### config.mk
export PLATFORM = sky130hd
export DESIGN_NAME = updn_counter_p
export DESIGN_NICKNAME = d
export VERILOG_FILES = /design/src/rtl/updn_counter_p.sv
export SDC_FILE = /design/constraint.sdc
export NUM_CORES = 1
export LEC_CHECK = 0
export BUFFER_PORTS_ARGS = -buffer_cell sky130_fd_sc_hd__buf_2
export CAP_MARGIN = 10
export CORE_UTILIZATION = 49
export CTS_BUF_LIST = sky130_fd_sc_hd__clkbuf_4 sky130_fd_sc_hd__clkbuf_8
export DETAILED_ROUTE_END_ITERATION = 10
export GPL_ROUTABILITY_DRIVEN = 0
export GPL_TIMING_DRIVEN = 0
export HOLD_SLACK_MARGIN = 0.06
export PLACE_DENSITY = 0.87
export SLEW_MARGIN = 30
export SYNTH_ARGS = -nofsm -noshare
export SYNTH_HDL_FRONTEND = slang
export SYNTH_SLANG_ARGS = --single-unit
export TNS_END_PERCENT = 50
### constraint.sdc
create_clock -name clk -period 2 [get_ports clk]
set_input_delay 0.1 -clock clk [delete_from_list [all_inputs] [get_ports clk]]
set_output_delay 0.1 -clock clk [all_outputs]
set_load 0.03 [all_outputs]
### src/rtl/updn_counter_p.sv
// ---------------------------------------------------------------------------
// updn_counter_p
//   Parameterised synchronous up/down counter. It supports parallel load,
//   count enable, a programmable modulus, and a wrap or saturate boundary mode.
//   It reports boundary events as a one-cycle pulse (wrap) and as a sticky
//   flag (ovf_flag).
//
//   Optional build macro:
//     UPDN_CNT_STEP_EN - when defined, the 'step' port exists and the
//                        effective increment is min(step, MODULO-1).
//                        When undefined, the increment is fixed at 1.
//
//   Parameters:
//     WIDTH  - counter width in bits (>= 2)
//     MODULO - count range is 0..MODULO-1 (2..2**WIDTH)
//
//   Ports:
//     clk      in   clock, rising edge
//     rst      in   synchronous reset, active low
//     en       in   count enable
//     load     in   parallel load strobe (has priority over en)
//     data     in   load value, clamped to MODULO-1
//     updown   in   1 = count up, 0 = count down
//     sat      in   1 = saturate at the limits, 0 = wrap modulo MODULO
//     clr_flag in   clears ovf_flag (a coincident boundary event wins)
//     step     in   count increment (UPDN_CNT_STEP_EN builds only)
//     data_out out  registered count
//     wrap     out  registered pulse, high while a boundary-event value is shown
//     ovf_flag out  sticky boundary-event flag
//     at_limit out  combinational: count is at the limit for the current direction
// ---------------------------------------------------------------------------
module updn_counter_p #(
    parameter int WIDTH  = 8,
    parameter int MODULO = 2**WIDTH
) (
    input  logic             clk,
    input  logic             rst,
    input  logic             en,
    input  logic             load,
    input  logic [WIDTH-1:0] data,
    input  logic             updown,
    input  logic             sat,
    input  logic             clr_flag,
`ifdef UPDN_CNT_STEP_EN
    input  logic [WIDTH-1:0] step,
`endif
    output logic [WIDTH-1:0] data_out,
    output logic             wrap,
    output logic             ovf_flag,
    output logic             at_limit
);

    // MODULO can be 2**WIDTH, so the modulus needs WIDTH+1 bits.
    // MODULO-1 always fits in WIDTH bits.
    localparam logic [WIDTH:0]   MOD_W = (WIDTH+1)'(MODULO);
    localparam logic [WIDTH-1:0] MAX_V = WIDTH'(MODULO - 1);

    logic [WIDTH-1:0] cnt_q, cnt_d;
    logic             wrap_q, wrap_d;
    logic             ovf_q, ovf_d;

    logic [WIDTH-1:0] step_eff;
    logic [WIDTH:0]   sum;
    logic             bnd_evt;

    // Effective step. Clamping to MODULO-1 keeps a single wrap correction
    // enough to bring the result back into range.
`ifdef UPDN_CNT_STEP_EN
    always_comb begin
        step_eff = (step > MAX_V) ? MAX_V : step;
    end
`else
    always_comb begin
        step_eff = WIDTH'(1);
    end
`endif

    always_comb begin
        cnt_d   = cnt_q;
        wrap_d  = 1'b0;
        bnd_evt = 1'b0;
        sum     = {1'b0, cnt_q} + {1'b0, step_eff};

        if (load) begin
            cnt_d = (data > MAX_V) ? MAX_V : data;
        end else if (en) begin
            if (updown) begin
                if (sum <= {1'b0, MAX_V}) begin
                    cnt_d = sum[WIDTH-1:0];
                end else begin
                    bnd_evt = 1'b1;
                    cnt_d   = sat ? MAX_V : WIDTH'(sum - MOD_W);
                end
            end else begin
                if (step_eff <= cnt_q) begin
                    cnt_d = cnt_q - step_eff;
                end else begin
                    bnd_evt = 1'b1;
                    cnt_d   = sat ? '0
                                  : WIDTH'({1'b0, cnt_q} + MOD_W - {1'b0, step_eff});
                end
            end
        end

        wrap_d = bnd_evt;
        // A boundary event takes priority over clr_flag in the same cycle.
        ovf_d  = bnd_evt | (ovf_q & ~clr_flag);
    end

    always_ff @(posedge clk) begin
        if (!rst) begin
            cnt_q  <= '0;
            wrap_q <= 1'b0;
            ovf_q  <= 1'b0;
        end else begin
            cnt_q  <= cnt_d;
            wrap_q <= wrap_d;
            ovf_q  <= ovf_d;
        end
    end

    assign data_out = cnt_q;
    assign wrap     = wrap_q;
    assign ovf_flag = ovf_q;
    assign at_limit = updown ? (cnt_q == MAX_V) : (cnt_q == '0);

endmodule
==> flow_summary.ini, run 1 <==
[run_status]
status = completed

[power]
leakage_uw = 0.000496
power_frac_seq = 0.363
p_switching_uw = 258
p_per_area_nw_per_um2 = 521
clkPwrFrac = 0.222
ir_worst_vdd_mv = 0.562
switching_share = 0.395
share_comb_of_total_power = 0.414
power.internal_uw = 395

[drt]
vias = 1179
dr.pass1.iters = 5
routed_wl_um = 3000
drcViolationCount = 0
via_per_inst = 6.24
first_iter_violations = 41
routedWlPerCell_um = 15.9
drtAntennaViolNets = 0

[setup_path]
crit_arrival_ns = 2.15
setup.worst_path.end_class = flop
crit_family = simple AND/OR/NAND/NOR gates
cp_max_fo = 11
cpPeakStageDelay_ns = 0.44
worst_ep_required_time_ns = 2.22
crit_type = reg -> reg
cp_slowest_cell = dfxtp_4
critPathBufInv = 1
start_kind = flop
crit_chain = inv_2 > ha_1 > nand2b_1 > o31ai_1 > nand4_1 > nor2_1 > o21a_1

[placed_design]
hpwlAfterDp_um = 2170
dpl_cell_area_um2 = 1190
numPortBuffers = 24
preCtsSetupSlack_ns = -0.166

[yosys]
yosysTopAreaCellShare = 0.194
synth_fp_nets = 154
synth_seq_cells = 10
yosysMostFrequentCell = dfxtp_1
synthArstFlopShare = 0
ys_seq_area_frac = 0.194
postSynthCellCount = 134
syn_area_per_cell_um2 = 7.69
ys_warn_count = 0
netlist_area_um2 = 1030
yosysUniqueCellTypes = 43
synth_common_cells = dfxtp_1, nand2_1, nor2_1
synth_area_leaders = dfxtp_1, ha_1, nand2b_1, a21oi_1, o21ai_0
yosys.area.top_type = dfxtp_1
synth-edff-count = 0
synth-main-ff-cell = dfxtp_1

[sta]
layout_setup_ws_ns = 0.0669
slew_viol_final = 0
grt_setup_unrepaired = false
fin_setup_tns_ns = 0
period_minus_slack_ns = 1.93
fmax_ghz = 0.517
hold_slack_ns = 0.135
worst_pin_slew_ns = 0.487
relSlewSlack = 0.675
setup_viol = 0
hold_viol = 0
finalCritPeriodShare = 0.967
fin_skew_ns = 0.00104

[layout]
antenna_cells = 0
syn_to_final_growth_pct = 21.5
drive_gt1_frac = 0.296
finish.instance_area_um2 = 1250
n_fill_cell = 188
layout.nets = 184

[clock_network]
cts_buffers = 3
path_clk_slew_ns = 0.07
cts_max_path_buffers = 2
clock-sinks = 10
cts_tree = yes
cts_root_buffer = clkbuf_4
cts_max_level = 1
clk_latency_ns = 0.27

[global_route]
grt_max_degree = 12
grt_use_total = 0.302
grt_overflow = 0
grt_pass1_wl_um = 4780
grt_pass1_vias = 1062
antenna_found_initial = 0

[die]
die_area_um2 = 2290
die_y_um = 47.9
die_w_um = 47.9
top_level_ports = 26
initial_core_util = 0.526
fp.coreArea_um2 = 1960
rows = 16

[run]
cap_violations = 0

[worst_hold_path]
hold_class = in -> reg
through the flow:
stage,utilization,power [uW],cells
floorplan,-,426,134
global placement,0.605,484,185
detailed placement,0.605,494,185
CTS,0.626,645,188
global route,0.638,693,189
finish,0.638,652,189
placed cells by master (no fill, tap or decap), drive strengths merged:
master,Yosys,final
buf,6,31
dfxtp,10,10
nand2,9,9
nor2,9,9
clkbuf,6,9
o21ai,8,8
a21oi,8,8
nand2b,7,7
nor3,7,7
nor3b,5,5
ha,5,5
inv,5,5
nand3,4,4
o311ai,4,4
a21boi,3,3
xor2,3,3
a31oi,3,3
xnor2,2,2
o31ai,2,2
nand4,2,2
a31o,2,2
and2,2,2
or4,2,2
nor4,2,2
nor4b,2,2
a41oi,2,2
a211oi,2,2
a221o,1,1
o21a,1,1
and4,1,1
nand3b,1,1
a311oi,1,1
a2111oi,1,1
a32o,1,1
o2bb2ai,1,1
a221oi,1,1
nor2b,1,1
o311a,1,1
o211ai,1,1
what timing repair did:
action                                  4_1_cts  5_1_grt
pin swaps                                     0        1
resized for setup                             4        5
endpoints found under the setup margin        7        4
hold buffers                                  0        0
hold endpoints to repair                      0        0
buffers inserted                              0        1
area by class of cell:
cell class	instances	area [um2]	share of cell area
buffer	12	71.3	0.0569
clock buffer	3	22.5	0.0180
inverter	5	18.8	0.0150
multi-input combinational	107	767	0.612
sequential	10	209	0.167
tap	27	33.8	0.0270
timing repair buffer	25	130	0.104
cells by family (layout without fill, tap and decap cells):
family                   after synthesis  after routing  synth area share
flip-flops                            10             10             0.194
buffers and inverters                 17             45            0.0874
adder cells (fa/ha/maj)                5              5            0.0607
AND/OR/NAND/NOR                       54             54             0.323
XOR/XNOR                               5              5            0.0425
AO/OA/AOI/OAI                         43             43             0.292
metal layers:
metal / global-route usage / wire length, um / vias to the layer above
met5: 0 / 0 / -
met4: 0.128 / 63 / 0
met3: 0.0679 / 226 / 12
met2: 0.489 / 1490 / 72
met1: 0.383 / 1220 / 534
li1: - / - / 561
worst register-to-register path: cells and delay by family, from the launching register on:
| kind | cells | cell delay (ns) |
|---|---|---|
| AOI/OAI and AO/OA | 2 | 0.44 |
| adders and majority gates | 1 | 0.35 |
| DFF | 1 | 0.44 |
| and+or+nand+nor | 3 | 0.54 |
| buffers and inverters | 1 | 0.11 |
power by group through the flow:
stage                     Combinational, uW  Clock (uW)  Sequential [uW]
after floorplan                         163           0              263
after global placement                  246           0              239
after detailed placement                253           0              240
after CTS                               262         146              236
after global routing                    294         160              240
final                                   270         145              237
registers in the layout, indices dropped and copies added, names as in the netlist:
| name | cells |
|---|---|
| data_out | 8 |
| ovf_flag | 1 |
| wrap | 1 |
worst paths after layout:
kind / start / endpoint / slack [ns] / depth (start not counted)
worst min-delay path: data[6] / data_out[6]$_SDFFE_PN0P_ / 0.13 / 3
worst max register to register: data_out[0]$_SDFFE_PN0P_ / data_out[0]$_SDFFE_PN0P_ / 0.07 / 7
worst max-delay path: data_out[0]$_SDFFE_PN0P_ / data_out[0]$_SDFFE_PN0P_ / 0.07 / 7
worst min register to register: ovf_flag$_SDFF_PN0_ / ovf_flag$_SDFF_PN0_ / 0.55 / 1
(Power assumes the default switching activity.)
==> inputs of run 2 (changes only) <==
--- a/config.mk
+++ b/config.mk
@@ -14,6 +14,7 @@
 export GPL_TIMING_DRIVEN = 0
 export HOLD_SLACK_MARGIN = 0.06
 export PLACE_DENSITY = 0.87
+export RECOVER_POWER = 100
 export SLEW_MARGIN = 30
 export SYNTH_ARGS = -nofsm -noshare
 export SYNTH_HDL_FRONTEND = slang
==> run 2 against run 1 <==
Against the previous run:
- sequential share of layout area is 0.24 points higher
- die area stayed put
- sequential power about the same
- via count fell by 0.76%
- count of clock-buffer cells in the layout unchanged
- critical path type is now reg -> out
- clock skew is 0.0016 ns higher
- fmax decreased by 0.35%
- global-route usage is the same
- worst setup slack worse by 0.0068 ns
- utilization decreased by 0.89 points
- final cell count did not move
==> flow_summary.ini, run 2 (synthesis results as in run 1) <==
[layout]
n_fill_cell = 196
stdcell_count = 189
final_cell_mix = buf_2, clkbuf_1, nand2_1, nor2_1
layout_commonest_cell = buf_2
layout.nets = 184
syn_to_final_growth_pct = 19.8
antenna_cells = 0
largest_reg_flops = 8
drive_gt1_frac = 0.235

[drt]
routedWlPerCell_um = 15.9
dr_wl_met3_um = 231
dr.pass1.iters = 5
top_layer = met4
dr_wl_met2_um = 1480
met1_length_um = 1210
first_iter_violations = 52
via_per_inst = 6.19
drcViolationCount = 0
routed_wl_um = 3010
drtAntennaViolNets = 0
vias = 1170

[global_route]
grt_use_total = 0.302
grt_pass1_vias = 1062
grt_pass1_wl_um = 4780
grt_overflow = 0
antenna_found_initial = 0
grt_max_degree = 12

[die]
fp.coreArea_um2 = 1960
die_w_um = 47.9
die_y_um = 47.9
initial_core_util = 0.526
top_level_ports = 26
die_area_um2 = 2290
rows = 16

[clock_network]
cts_root_buffer = clkbuf_4
clk_latency_ns = 0.27
clock-sinks = 10
hold_buffers = 0
path_clk_slew_ns = 0.06
cts_max_path_buffers = 2
cts_tree = yes
cts_max_level = 1
cts_buffers = 3

[setup_path]
worst_ep_required_time_ns = 1.90
crit_arrival_ns = 1.84
crit_family = simple AND/OR/NAND/NOR gates
cp_slowest_cell = or4_4
crit_type = reg -> out
crit_chain = buf_6 > or4_4 > nor3_2 > nand2_1 > o21ai_0 > buf_2
cpPeakStageDelay_ns = 0.52
setup.worst_path.end_class = output pin
crit_start = data_out[4]$_SDFFE_PN0P_
cp_max_fo = 10
reg2reg_from = data_out[1]$_SDFFE_PN0P_
start_kind = flop
critPathBufInv = 2

[placed_design]
hpwlAfterDp_um = 2170
dp_cells = 185
preCtsSetupSlack_ns = -0.166
numPortBuffers = 24

[power]
leakage_uw = 0.000455
p_per_area_nw_per_um2 = 524
total_power_uw = 647
ir_worst_vdd_mv = 0.564

[sta]
hold_viol = 0
period_minus_slack_ns = 1.94
slew_viol_final = 0
finalCritPeriodShare = 0.970
worst_pin_slew_ns = 0.484
grt_setup_unrepaired = false
setup_viol = 0
relSlewSlack = 0.677
layout_setup_ws_ns = 0.0601
fmax_ghz = 0.515
fin_skew_ns = 0.00267

[run_status]
status = completed

[run]
cap_violations = 0

[worst_hold_path]
min_from = data[6]
hold_class = in -> reg
run 2: cell type report:
| cell class | instances | area [um2] | share of cell area |
|---|---|---|---|
| multi-input cells | 107 | 767 | 0.621 |
| flip-flops and latches | 10 | 209 | 0.169 |
| repair buffers | 25 | 113 | 0.0912 |
| plain buffers | 12 | 71.3 | 0.0578 |
| well taps | 27 | 33.8 | 0.0274 |
| clock buffers | 3 | 22.5 | 0.0182 |
| inverters | 5 | 18.8 | 0.0152 |
run 2: worst paths after layout:
path | endpoint | slack (ns) | depth (start not counted)
setup reg to reg | data_out[0]$_SDFFE_PN0P_ | 0.11 | 7
hold reg to reg | ovf_flag$_SDFF_PN0_ | 0.55 | 1
hold / removal | data_out[6]$_SDFFE_PN0P_ | 0.14 | 3
setup / recovery | at_limit | 0.06 | 6
run 2: layer usage:
| layer | vias to the layer above | GRT usage |
|---|---|---|
| met2 | 74 | 0.489 |
| met4 | 0 | 0.128 |
| met5 | - | 0 |
| met3 | 14 | 0.0679 |
| met1 | 520 | 0.383 |
| li1 | 562 | - |
run 2: per-stage QoR:
stage	hold slack [ns]	setup TNS [ns]	cell area, um2	util
3_3_place_gp	0.397	-0.357	1190	0.605
4_1_cts	0.143	0	1230	0.626
3_5_place_dp	0.423	-0.754	1190	0.605
2_1_floorplan	0.290	-0.0622	1030	-
5_1_grt	0.155	0	1230	0.629
6_report	0.136	0	1230	0.629
run 2: power by group:
group,internal (uW),switching (uW)
clock network,69.8,75.3
logic,106,158
registers,213,24.6
total,389,258
run 2: repair_timing:
action                                  in CTS  in global routing
pin swaps                                    0                  1
buffers inserted                             0                  1
gates resized for setup                      4                  5
endpoints found under the setup margin       7                  4
run 2: tightest hold or removal path, cell delays in order:
cell	delay, ns
buf_2	0.08
a21oi_1	0.05
a21boi_0	0.14
==> inputs of run 3 (changes only) <==
--- a/config.mk
+++ b/config.mk
@@ -7,13 +7,12 @@
 export LEC_CHECK = 0
 export BUFFER_PORTS_ARGS = -buffer_cell sky130_fd_sc_hd__buf_2
 export CAP_MARGIN = 10
-export CORE_UTILIZATION = 49
-export CTS_BUF_LIST = sky130_fd_sc_hd__clkbuf_4 sky130_fd_sc_hd__clkbuf_8
+export CORE_UTILIZATION = 47
 export DETAILED_ROUTE_END_ITERATION = 10
 export GPL_ROUTABILITY_DRIVEN = 0
 export GPL_TIMING_DRIVEN = 0
 export HOLD_SLACK_MARGIN = 0.06
-export PLACE_DENSITY = 0.87
+export PLACE_DENSITY = 0.85
 export RECOVER_POWER = 100
 export SLEW_MARGIN = 30
 export SYNTH_ARGS = -nofsm -noshare
==> run 3 against run 2 <==
Against the previous run:
- critical path depth unchanged
- global-route usage fell by 5.1 points
- final cell count is 0.53% lower
- routed wire length fell by 4.4%
- sequential cell count unchanged
- register-to-register slack lost 0.08 ns
- first-iteration DRC count grew 1.9%
- die area increased by 4.1%
- largest power group unchanged
- highest routed layer unchanged
==> flow_summary.ini, run 3 (synthesis results as in run 1) <==
[drt]
routed_wl_um = 2870
vias = 1185
first_iter_violations = 53
drcViolationCount = 0
routedWlPerCell_um = 15.3
dr.pass1.iters = 4
via_per_inst = 6.30
drtAntennaViolNets = 0

[die]
die_area_um2 = 2380
top_level_ports = 26
rows = 16
initial_core_util = 0.515
die_y_um = 48.8
fp.coreArea_um2 = 2000
die_w_um = 48.8

[global_route]
grt_use_total = 0.251
grt_pass1_vias = 1126
gr-max-usage-layer = met2
grt_use_met1 = 0.288
met3_usage = 0.0592
grt_pass1_wl_um = 4750
use_met2 = 0.458
antenna_found_initial = 0
grt_max_degree = 12
grt_overflow = 0

[setup_path]
cp_max_fo = 10
cp_num_cells = 6
reg2reg_from = data_out[1]$_SDFFE_PN0P_
crit_start = data_out[1]$_SDFFE_PN0P_
critPathBufInv = 1
crit_type = reg -> reg
cp_slowest_cell = dfxtp_4
r2r-end = data_out[0]$_SDFFE_PN0P_
cpPeakStageDelay_ns = 0.39
crit_family = compound AO/OA/AOI/OAI gates
worst_ep_required_time_ns = 2.17
crit_chain = inv_1 > ha_1 > nor4b_4 > a41oi_2 > a221o_1 > o21a_1
reg2reg_depth = 6
rrSetupSlack_ns = 0.03
crit_arrival_ns = 2.14
setup.worst_path.end_class = flop
start_kind = flop

[sta]
fin_skew_ns = 0.00369
hold_slack_ns = 0.132
setup_viol = 0
finalCritPeriodShare = 0.985
relSlewSlack = 0.693
fmax_ghz = 0.508
hold_viol = 0
worst_pin_slew_ns = 0.461
period_minus_slack_ns = 1.97
slew_viol_final = 0
grt_setup_unrepaired = false

[clock_network]
cts_setup_buffers = 0
cts_tree = yes
cts_max_path_buffers = 2
cts_resized = 4
clock-sinks = 10
cts_buffers = 3
cts_max_level = 1
clk_latency_ns = 0.27
cts_root_buffer = clkbuf_4
path_clk_slew_ns = 0.07
hold_buffers = 0

[layout]
n_fill_cell = 191
antenna_cells = 0
syn_to_final_growth_pct = 18.7
layout.nets = 183
largest_reg_flops = 8
drive_gt1_frac = 0.217
layout_commonest_cell = buf_2
final_cell_mix = buf_2, clkbuf_1, nand2_1, nor2_1
finish.instance_area_um2 = 1220

[worst_hold_path]
min_to = ovf_flag$_SDFF_PN0_
min_from = clr_flag
hold_depth = 3
hold_class = in -> reg

[run]
cap_violations = 0

[placed_design]
numPortBuffers = 24
hpwlAfterDp_um = 2140
dpl_cell_area_um2 = 1190

[power]
ir_worst_vdd_mv = 0.335
leakage_uw = 0.000447
p_per_area_nw_per_um2 = 524

[run_status]
status = completed
run 3: changes by cell type in the layout (fill, tap and decap cells not counted):
cell     change
buf_2        -1
dfxtp_1      +1
dfxtp_2      -1
nor3_1       +1
nor3_2       -1
run 3: per-layer routing:
metal / share of wire / vias to the layer above
li1: - / 563
met1: 0.39 / 545
met2: 0.51 / 69
met3: 0.087 / 8
met4: 0.014 / 0
met5: 0 / -
run 3: final cells by class:
| cell class | instances | area, um2 | share of cell area |
|---|---|---|---|
| multi-input cells | 107 | 762 | 0.623 |
| clock buffers | 3 | 22.5 | 0.0184 |
| plain buffers | 12 | 71.3 | 0.0583 |
| inverters | 5 | 18.8 | 0.0153 |
| well taps | 27 | 33.8 | 0.0276 |
| flip-flops and latches | 10 | 208 | 0.170 |
| repair buffers | 24 | 108 | 0.0879 |
run 3: power by group:
group	internal (uW)	switching (uW)	total, uW
Clock	69.8	72.3	142
Sequential	213	23.5	236
Combinational	105	158	262
Total	387	254	641
run 3: worst reg2reg max path: cells and delay by family (launching register included):
kind | cells | cell delay (ns)
compound gates | 3 | 0.80
fa+ha+maj | 1 | 0.25
simple gates | 1 | 0.27
buf+inv | 1 | 0.15
flops | 1 | 0.39
run 3: worst max-delay path by stage:
stage | endpoint
floorplan | at_limit
global placement | data_out[4]$_SDFFE_PN0P_
detailed placement | data_out[4]$_SDFFE_PN0P_
CTS | data_out[0]$_SDFFE_PN0P_
global route | at_limit
finish | data_out[0]$_SDFFE_PN0P_
run 3: metrics by stage:
step	instances	power [uW]	setup TNS, ns	worst slack (ns)	utilization
detailed placement	185	494	-0.758	-0.165	0.593
CTS	188	642	0	0.00800	0.615
floorplan	134	426	-0.0622	-0.0622	-
global placement	185	486	-0.484	-0.110	0.593
global route	188	674	0	0.00545	0.611
finish	188	641	0	0.0309	0.611
